<file path="src/rtl/muldiv_sequencer_pkg.sv">
// Shared types and constants for the MULT/DIV sequencer and its timer.
package muldiv_pkg;

  localparam int unsigned TIMEOUT_CYCLES = 64;

  typedef enum logic [2:0] {
    ST_IDLE,
    ST_START,
    ST_WAIT,
    ST_WRITE,
    ST_DONE,
    ST_ERR
  } muldiv_state_t;

  localparam logic EXC_DIV0    = 1'b0;
  localparam logic EXC_TIMEOUT = 1'b1;

endpackage

</file>
<file path="src/rtl/muldiv_sequencer_if.sv">
// Handshake between control unit, mult/div units, HI/LO path and the sequencer.
interface muldiv_sequencer_if;

  logic req;
  logic req_div;
  logic mult_end;
  logic div_end;
  logic div_zero;
  logic mult_start;
  logic div_start;
  logic hilo_sel;
  logic hilo_write;
  logic busy;
  logic done;
  logic exc;
  logic exc_cause;

  modport slave (
    input  req,
    input  req_div,
    input  mult_end,
    input  div_end,
    input  div_zero,
    output mult_start,
    output div_start,
    output hilo_sel,
    output hilo_write,
    output busy,
    output done,
    output exc,
    output exc_cause
  );

  modport master (
    output req,
    output req_div,
    output mult_end,
    output div_end,
    output div_zero,
    input  mult_start,
    input  div_start,
    input  hilo_sel,
    input  hilo_write,
    input  busy,
    input  done,
    input  exc,
    input  exc_cause
  );

endinterface

</file>
<file path="src/rtl/muldiv_sequencer_cycle_timer.sv">
// Clear/enable wait counter with a terminal-count flag at TIMEOUT_CYCLES-1.
module cycle_timer #(
  parameter int unsigned TIMEOUT_CYCLES = 64,
  parameter int unsigned CNT_W          = $clog2(TIMEOUT_CYCLES)
) (
  input  logic clk,
  input  logic reset,
  input  logic i_clr,
  input  logic i_en,
  output logic o_tc
);

  logic [CNT_W-1:0] r_cnt;

  always_ff @(posedge clk) begin
    if (reset || i_clr) begin
      r_cnt <= '0;
    end else if (i_en) begin
      r_cnt <= r_cnt + CNT_W'(1);
    end
  end

  assign o_tc = (r_cnt == CNT_W'(TIMEOUT_CYCLES - 1));

endmodule

</file>
<file path="src/rtl/muldiv_sequencer.sv">
// Runs one MULT/DIV request: start pulse, wait for unit completion or fault,
// then HI/LO write + done, or a single exception pulse.
module muldiv_sequencer
  import muldiv_pkg::*;
#(
  parameter int unsigned TIMEOUT_CYCLES = muldiv_pkg::TIMEOUT_CYCLES,
  parameter int unsigned CNT_W          = $clog2(TIMEOUT_CYCLES)
) (
  input  logic                clk,
  input  logic                reset,
  muldiv_sequencer_if.slave   bus
);

  muldiv_state_t r_state;
  logic          r_op_div;
  logic          r_mult_start;
  logic          r_div_start;
  logic          r_hilo_write;
  logic          r_done;
  logic          r_exc;
  logic          r_exc_cause;

  logic          w_end;
  logic          w_tc;
  logic          w_clr;
  logic          w_en;

  // Only the selected unit's completion line is observed.
  assign w_end = r_op_div ? bus.div_end : bus.mult_end;
  assign w_clr = (r_state == ST_START);
  assign w_en  = (r_state == ST_WAIT);

  cycle_timer #(
    .TIMEOUT_CYCLES (TIMEOUT_CYCLES),
    .CNT_W          (CNT_W)
  ) u_timer (
    .clk   (clk),
    .reset (reset),
    .i_clr (w_clr),
    .i_en  (w_en),
    .o_tc  (w_tc)
  );

  // Pulse outputs are set on the edge entering their state so they are
  // high exactly for that state's single cycle.
  always_ff @(posedge clk) begin
    if (reset) begin
      r_state      <= ST_IDLE;
      r_op_div     <= 1'b0;
      r_mult_start <= 1'b0;
      r_div_start  <= 1'b0;
      r_hilo_write <= 1'b0;
      r_done       <= 1'b0;
      r_exc        <= 1'b0;
      r_exc_cause  <= 1'b0;
    end else begin
      r_mult_start <= 1'b0;
      r_div_start  <= 1'b0;
      r_hilo_write <= 1'b0;
      r_done       <= 1'b0;
      r_exc        <= 1'b0;
      r_exc_cause  <= 1'b0;
      case (r_state)
        ST_IDLE: begin
          if (bus.req) begin
            r_op_div     <= bus.req_div;
            r_mult_start <= ~bus.req_div;
            r_div_start  <= bus.req_div;
            r_state      <= ST_START;
          end
        end
        ST_START: begin
          r_state <= ST_WAIT;
        end
        ST_WAIT: begin
          if (r_op_div && bus.div_zero) begin
            r_exc       <= 1'b1;
            r_exc_cause <= EXC_DIV0;
            r_state     <= ST_ERR;
          end else if (w_end) begin
            r_hilo_write <= 1'b1;
            r_state      <= ST_WRITE;
          end else if (w_tc) begin
            r_exc       <= 1'b1;
            r_exc_cause <= EXC_TIMEOUT;
            r_state     <= ST_ERR;
          end
        end
        ST_WRITE: begin
          r_done  <= 1'b1;
          r_state <= ST_DONE;
        end
        ST_DONE: begin
          r_state <= ST_IDLE;
        end
        ST_ERR: begin
          r_state <= ST_IDLE;
        end
        default: begin
          r_state <= ST_IDLE;
        end
      endcase
    end
  end

  assign bus.mult_start = r_mult_start;
  assign bus.div_start  = r_div_start;
  assign bus.hilo_sel   = r_op_div;
  assign bus.hilo_write = r_hilo_write;
  assign bus.busy       = (r_state != ST_IDLE);
  assign bus.done       = r_done;
  assign bus.exc        = r_exc;
  assign bus.exc_cause  = r_exc_cause;

endmodule

</file>
<file path="src/flat_wrapper.sv">
// flat-port wrapper written by rule: the top's interface ports become plain ports
module muldiv_sequencer_flat import muldiv_pkg::*;
#(
  parameter int unsigned TIMEOUT_CYCLES = muldiv_pkg::TIMEOUT_CYCLES,
  parameter int unsigned CNT_W          = $clog2(TIMEOUT_CYCLES)
)
  (clk, reset, bus_req, bus_req_div, bus_mult_end, bus_div_end, bus_div_zero, bus_mult_start, bus_div_start, bus_hilo_sel, bus_hilo_write, bus_busy, bus_done, bus_exc, bus_exc_cause);
  muldiv_sequencer_if bus_i ();
  input  logic clk;
  input  logic reset;
  input wire logic [$bits(bus_i.req)-1:0] bus_req;
  input wire logic [$bits(bus_i.req_div)-1:0] bus_req_div;
  input wire logic [$bits(bus_i.mult_end)-1:0] bus_mult_end;
  input wire logic [$bits(bus_i.div_end)-1:0] bus_div_end;
  input wire logic [$bits(bus_i.div_zero)-1:0] bus_div_zero;
  output wire logic [$bits(bus_i.mult_start)-1:0] bus_mult_start;
  output wire logic [$bits(bus_i.div_start)-1:0] bus_div_start;
  output wire logic [$bits(bus_i.hilo_sel)-1:0] bus_hilo_sel;
  output wire logic [$bits(bus_i.hilo_write)-1:0] bus_hilo_write;
  output wire logic [$bits(bus_i.busy)-1:0] bus_busy;
  output wire logic [$bits(bus_i.done)-1:0] bus_done;
  output wire logic [$bits(bus_i.exc)-1:0] bus_exc;
  output wire logic [$bits(bus_i.exc_cause)-1:0] bus_exc_cause;
  assign bus_i.req = bus_req;
  assign bus_i.req_div = bus_req_div;
  assign bus_i.mult_end = bus_mult_end;
  assign bus_i.div_end = bus_div_end;
  assign bus_i.div_zero = bus_div_zero;
  assign bus_mult_start = bus_i.mult_start;
  assign bus_div_start = bus_i.div_start;
  assign bus_hilo_sel = bus_i.hilo_sel;
  assign bus_hilo_write = bus_i.hilo_write;
  assign bus_busy = bus_i.busy;
  assign bus_done = bus_i.done;
  assign bus_exc = bus_i.exc;
  assign bus_exc_cause = bus_i.exc_cause;
  muldiv_sequencer #(.TIMEOUT_CYCLES(TIMEOUT_CYCLES), .CNT_W(CNT_W)) u_core (.clk(clk), .reset(reset), .bus(bus_i));
endmodule
</file>
<file path="config.mk">
export PLATFORM = sky130hd
export DESIGN_NAME = muldiv_sequencer_flat
export DESIGN_NICKNAME = d
export VERILOG_FILES = /design/src/rtl/muldiv_sequencer_pkg.sv /design/src/rtl/muldiv_sequencer_if.sv /design/src/rtl/muldiv_sequencer_cycle_timer.sv /design/src/rtl/muldiv_sequencer.sv /design/src/flat_wrapper.sv
export SDC_FILE = /design/constraint.sdc
export NUM_CORES = 1
export LEC_CHECK = 0
export CAP_MARGIN = 40
export CORE_MARGIN = 5
export CORE_UTILIZATION = 50
export CTS_CLUSTER_DIAMETER = 80
export DETAILED_ROUTE_END_ITERATION = 7
export PLACE_DENSITY_LB_ADDON = 0.12
export SYNTH_ARGS = -nofsm -noshare
export SYNTH_HDL_FRONTEND = slang
export SYNTH_SLANG_ARGS = --single-unit
export TNS_END_PERCENT = 1
</file>
<file path="constraint.sdc">
create_clock -name clk -period 2.35 [get_ports clk]
set_input_delay 0.47 -clock clk [delete_from_list [all_inputs] [get_ports clk]]
set_output_delay 0.47 -clock clk [all_outputs]
set_load 0.02 [all_outputs]
</file>
==> impl_results.rst, run 1 <==
.. list-table::
   :header-rows: 1

   * - Metric
     - Value
   * - Status
     - complete, no violations
   * - Net count after synthesis
     - 80
   * - Leakage dissipation
     - 0.311 nW
   * - Cts-stage hold buffer count
     - 0
   * - Clock tree from TritonCTS
     - built
   * - Antenna-violating nets left
     - 0
   * - Number of optimization iterations in the first detailed-route pass
     - 4
   * - Fin Setup TNS
     - 0 ns
   * - Number of different library cells in the post-synthesis netlist
     - 29
   * - Sort of element at the start of the critical path
     - register
   * - Worst min path class
     - reg2reg
   * - Initial core utilization
     - 0.519
   * - Worst path arrival time
     - 1.56 ns
   * - Most frequent cells in the layout
     - 16 x dfxtp_1, 14 x clkdlybuf4s50_1, 8 x a21oi_1
   * - Area after detailed placement
     - 808 µm²
   * - Sum of routed wire length over all layers
     - 1240 µm
   * - Post-detailed-route via-to-cell ratio
     - 5.43
   * - Floorplan die area
     - 0.00214 mm²
   * - HPWL after detailed placement
     - 926 µm
   * - Net Sw Frac
     - 0.245
   * - Total number of H-tree levels
     - 1
   * - Slowest stage delay, CP
     - 0.54 ns
   * - Slew at the pin closest to its max-slew limit
     - 0.357 ns
   * - Horizontal die dimension
     - 46.3 µm
   * - Buffer type at the clock tree root
     - clkbuf_4
   * - Synthesis-to-layout area growth
     - 28.3%
   * - Drt drc
     - 0
   * - Mean Syn Cell Area
     - 9.14 µm²
   * - Critical path's top delay family
     - buffers and inverters
   * - Number of endpoints failing setup at the final stage
     - 0
   * - Buffer and inverter count on the worst path
     - 1
   * - Final core area utilization
     - 0.666
   * - Leading cell type in the layout, fill and taps excluded
     - dfxtp_1
   * - Clock transition at the registers of the reported paths
     - 0.09 ns
   * - Number of nets in the layout
     - 97
   * - Top cell type's share of synthesized area
     - 0.487
   * - MaxCap Viol Count
     - 0
   * - Critical setup path kind
     - reg2out
   * - Count of non-filler cells in the finished layout
     - 103
   * - Later-pin clock latency in the skew report
     - 0.28 ns
   * - Critical Path RT
     - 1.88 ns
   * - Number of placed cells counting well taps
     - 99
   * - Max-slew violations
     - 0
   * - Max FO, Critical Path
     - 6
   * - Worst voltage drop across the vdd grid
     - 0.403 mV
   * - #FFs+latches synth
     - 16
   * - Sequential element share of the synthesized area
     - 0.487
   * - Gates resized, CTS repair
     - 0
   * - Endpoint class of the critical path
     - primary output
   * - Max Fclk
     - 493 MHz
   * - Seq pwr share
     - 0.529
   * - Crit-path cells
     - or3_1 -> clkdlybuf4s50_1
   * - Relative slew slack
     - 0.762
   * - Synth warn
     - 0
   * - Number of enable-type register cells in the synthesized netlist
     - 0
   * - Clock share of power
     - 0.321
   * - Post-synthesis cell type with the largest combined area
     - dfxtp_1
   * - Number of input and output port buffers inserted
     - 14
   * - All-Layer GR Usage
     - 0.139
   * - Chip height
     - 46.3 µm
   * - First-pass GRT wire length
     - 2010 µm
   * - Average wire per cell in the routed design
     - 12.1 µm
   * - Global-route congestion overflow total
     - 0
   * - Floorplan Core Area
     - 0.00127 mm²
   * - Synth area leaders
     - dfxtp_1 49%, a21oi_1 6.1%, mux2i_1 4.6%, o21ai_0 3.8%, or3_1 3.8%
   * - Total number of vias
     - 559
   * - Async set-reset flop share out of synthesis
     - 0
   * - Area of all placed cells without fillers
     - 845 µm²
   * - Std-Cell Rows
     - 13
   * - Clock Sink Count
     - 16
   * - I/O pin count
     - 15
   * - Worst clock skew
     - 0.00367 ns
   * - Power density normalized to cell area
     - 658 mW/mm²
   * - Combinational share of power
     - 0.150
   * - Most used flip-flop cell after synthesis
     - dfxtp_1
   * - Share of the clock period used by the worst path
     - 0.863
   * - Iter 0 DRT Violations
     - 6
   * - Slowest-stage cell, CP
     - clkdlybuf4s50_1
   * - Setup repair after global routing missed its margin
     - false
   * - Number of antenna violations at the first check in global routing
     - 0
   * - Fraction of final layout cells with drive strength greater than 1
     - 0.0568
   * - Num CTS Buffers
     - 3
   * - Post-CTS Setup Repair Bufs
     - 0
   * - Final critical-path required period
     - 2.03 ns
   * - Maximum buffer depth of the clock tree
     - 2
   * - Cell count after synthesis
     - 72
   * - Synthesized cell area
     - 658 µm²
   * - RD Place Congestion
     - 0.741
   * - Vias in the first global route
     - 455
   * - Largest net degree at the start of global routing
     - 13
   * - Ant. Diodes
     - 0
   * - Number of hold-slack violations in the final timing report
     - 0
   * - Int Pwr
     - 0.419 mW
   * - Switching power
     - 0.136 mW
-- metal layers --
metal  GRT usage  vias to the layer above  wire (µm)
met1       0.182                      247        605
met5           0                        -          0
met2       0.184                       15        504
met4       0.102                        0         31
met3      0.0469                        4        102
li1            -                      293          -
-- synthesized netlist by cell type, types with 2 or more instances --
master and n:
inv_1 2, mux2i_1 3, o21ai_0 5, nor3b_1 2
dfxtp_1 16, a21oi_1 8, or3_1 4, nor2_1 5
nand2_1 3, nand3_1 3, and3_1 2, nor3_1 2
-- area by class of cell --
cell class,instances,area [µm²]
repair buffers,14,140
multi-input cells,52,322
inverters,2,7.51
well taps,15,18.8
fillers,116,424
flip-flops and latches,16,320
clock buffers,4,36.3
-- final timing paths --
| path | startpoint | endpoint | cells past startpoint | slack [ns] |
|---|---|---|---|---|
| hold reg to reg | u_core.u_timer.r_cnt[5] | u_core.u_timer.r_cnt[5] | 2 | 0.51 |
| setup / recovery | u_core.r_state[2] | bus_busy | 2 | 0.32 |
| hold / removal | u_core.u_timer.r_cnt[5] | u_core.u_timer.r_cnt[5] | 2 | 0.51 |
| setup reg to reg | u_core.r_state[1] | u_core.u_timer.r_cnt[5] | 3 | 0.61 |
-- power groups by stage --
stage | logic [mW] | clock network (mW) | registers [mW]
3_5_place_dp | 0.0834 | 0 | 0.301
6_report | 0.0833 | 0.178 | 0.294
2_1_floorplan | 0.0469 | 0 | 0.303
4_1_cts | 0.0840 | 0.183 | 0.294
3_3_place_gp | 0.0831 | 0 | 0.300
5_1_grt | 0.0920 | 0.197 | 0.296
-- per-stage QoR --
stage / hold WS (ns) / worst slack, ns / power (mW)
after global placement: 0.480 / 0.443 / 0.383
final: 0.512 / 0.322 / 0.556
after CTS: 0.508 / 0.308 / 0.561
after global routing: 0.544 / 0.263 / 0.585
after detailed placement: 0.493 / 0.434 / 0.384
after floorplan: 0.461 / 0.911 / 0.350
-- flip-flops by register name, indices dropped and copies added (netlist names) --
register and flops:
u_core.bus.div_start 1, u_core.bus.done 1, u_core.bus.exc 1, u_core.bus.exc_cause 1, u_core.bus.hilo_sel 1, u_core.bus.hilo_write 1, u_core.bus.mult_start 1, u_core.r_state 3
u_core.u_timer.r_cnt 6
-- worst reg2reg max path, cell delays in order, from the launching register on --
cell and delay (ns):
dfxtp_1 0.43, or3b_1 0.54, or4_1 0.55, a21oi_1 0.15
-- cells by family after synthesis --
logic type,after synthesis,share of synthesized area
fa+ha+maj,1,0.0190
flops,16,0.487
xor+xnor,1,0.0133
compound gates,17,0.146
buf+inv,4,0.0247
simple gates,30,0.264
mux,3,0.0456
(Power assumes the default switching activity.)
==> inputs of run 2 (changes only) <==
Settings changed: SLEW_MARGIN set to 25.
==> results of run 2 <==
No change in the layout: final DEF, timing and power equal those of run 1.
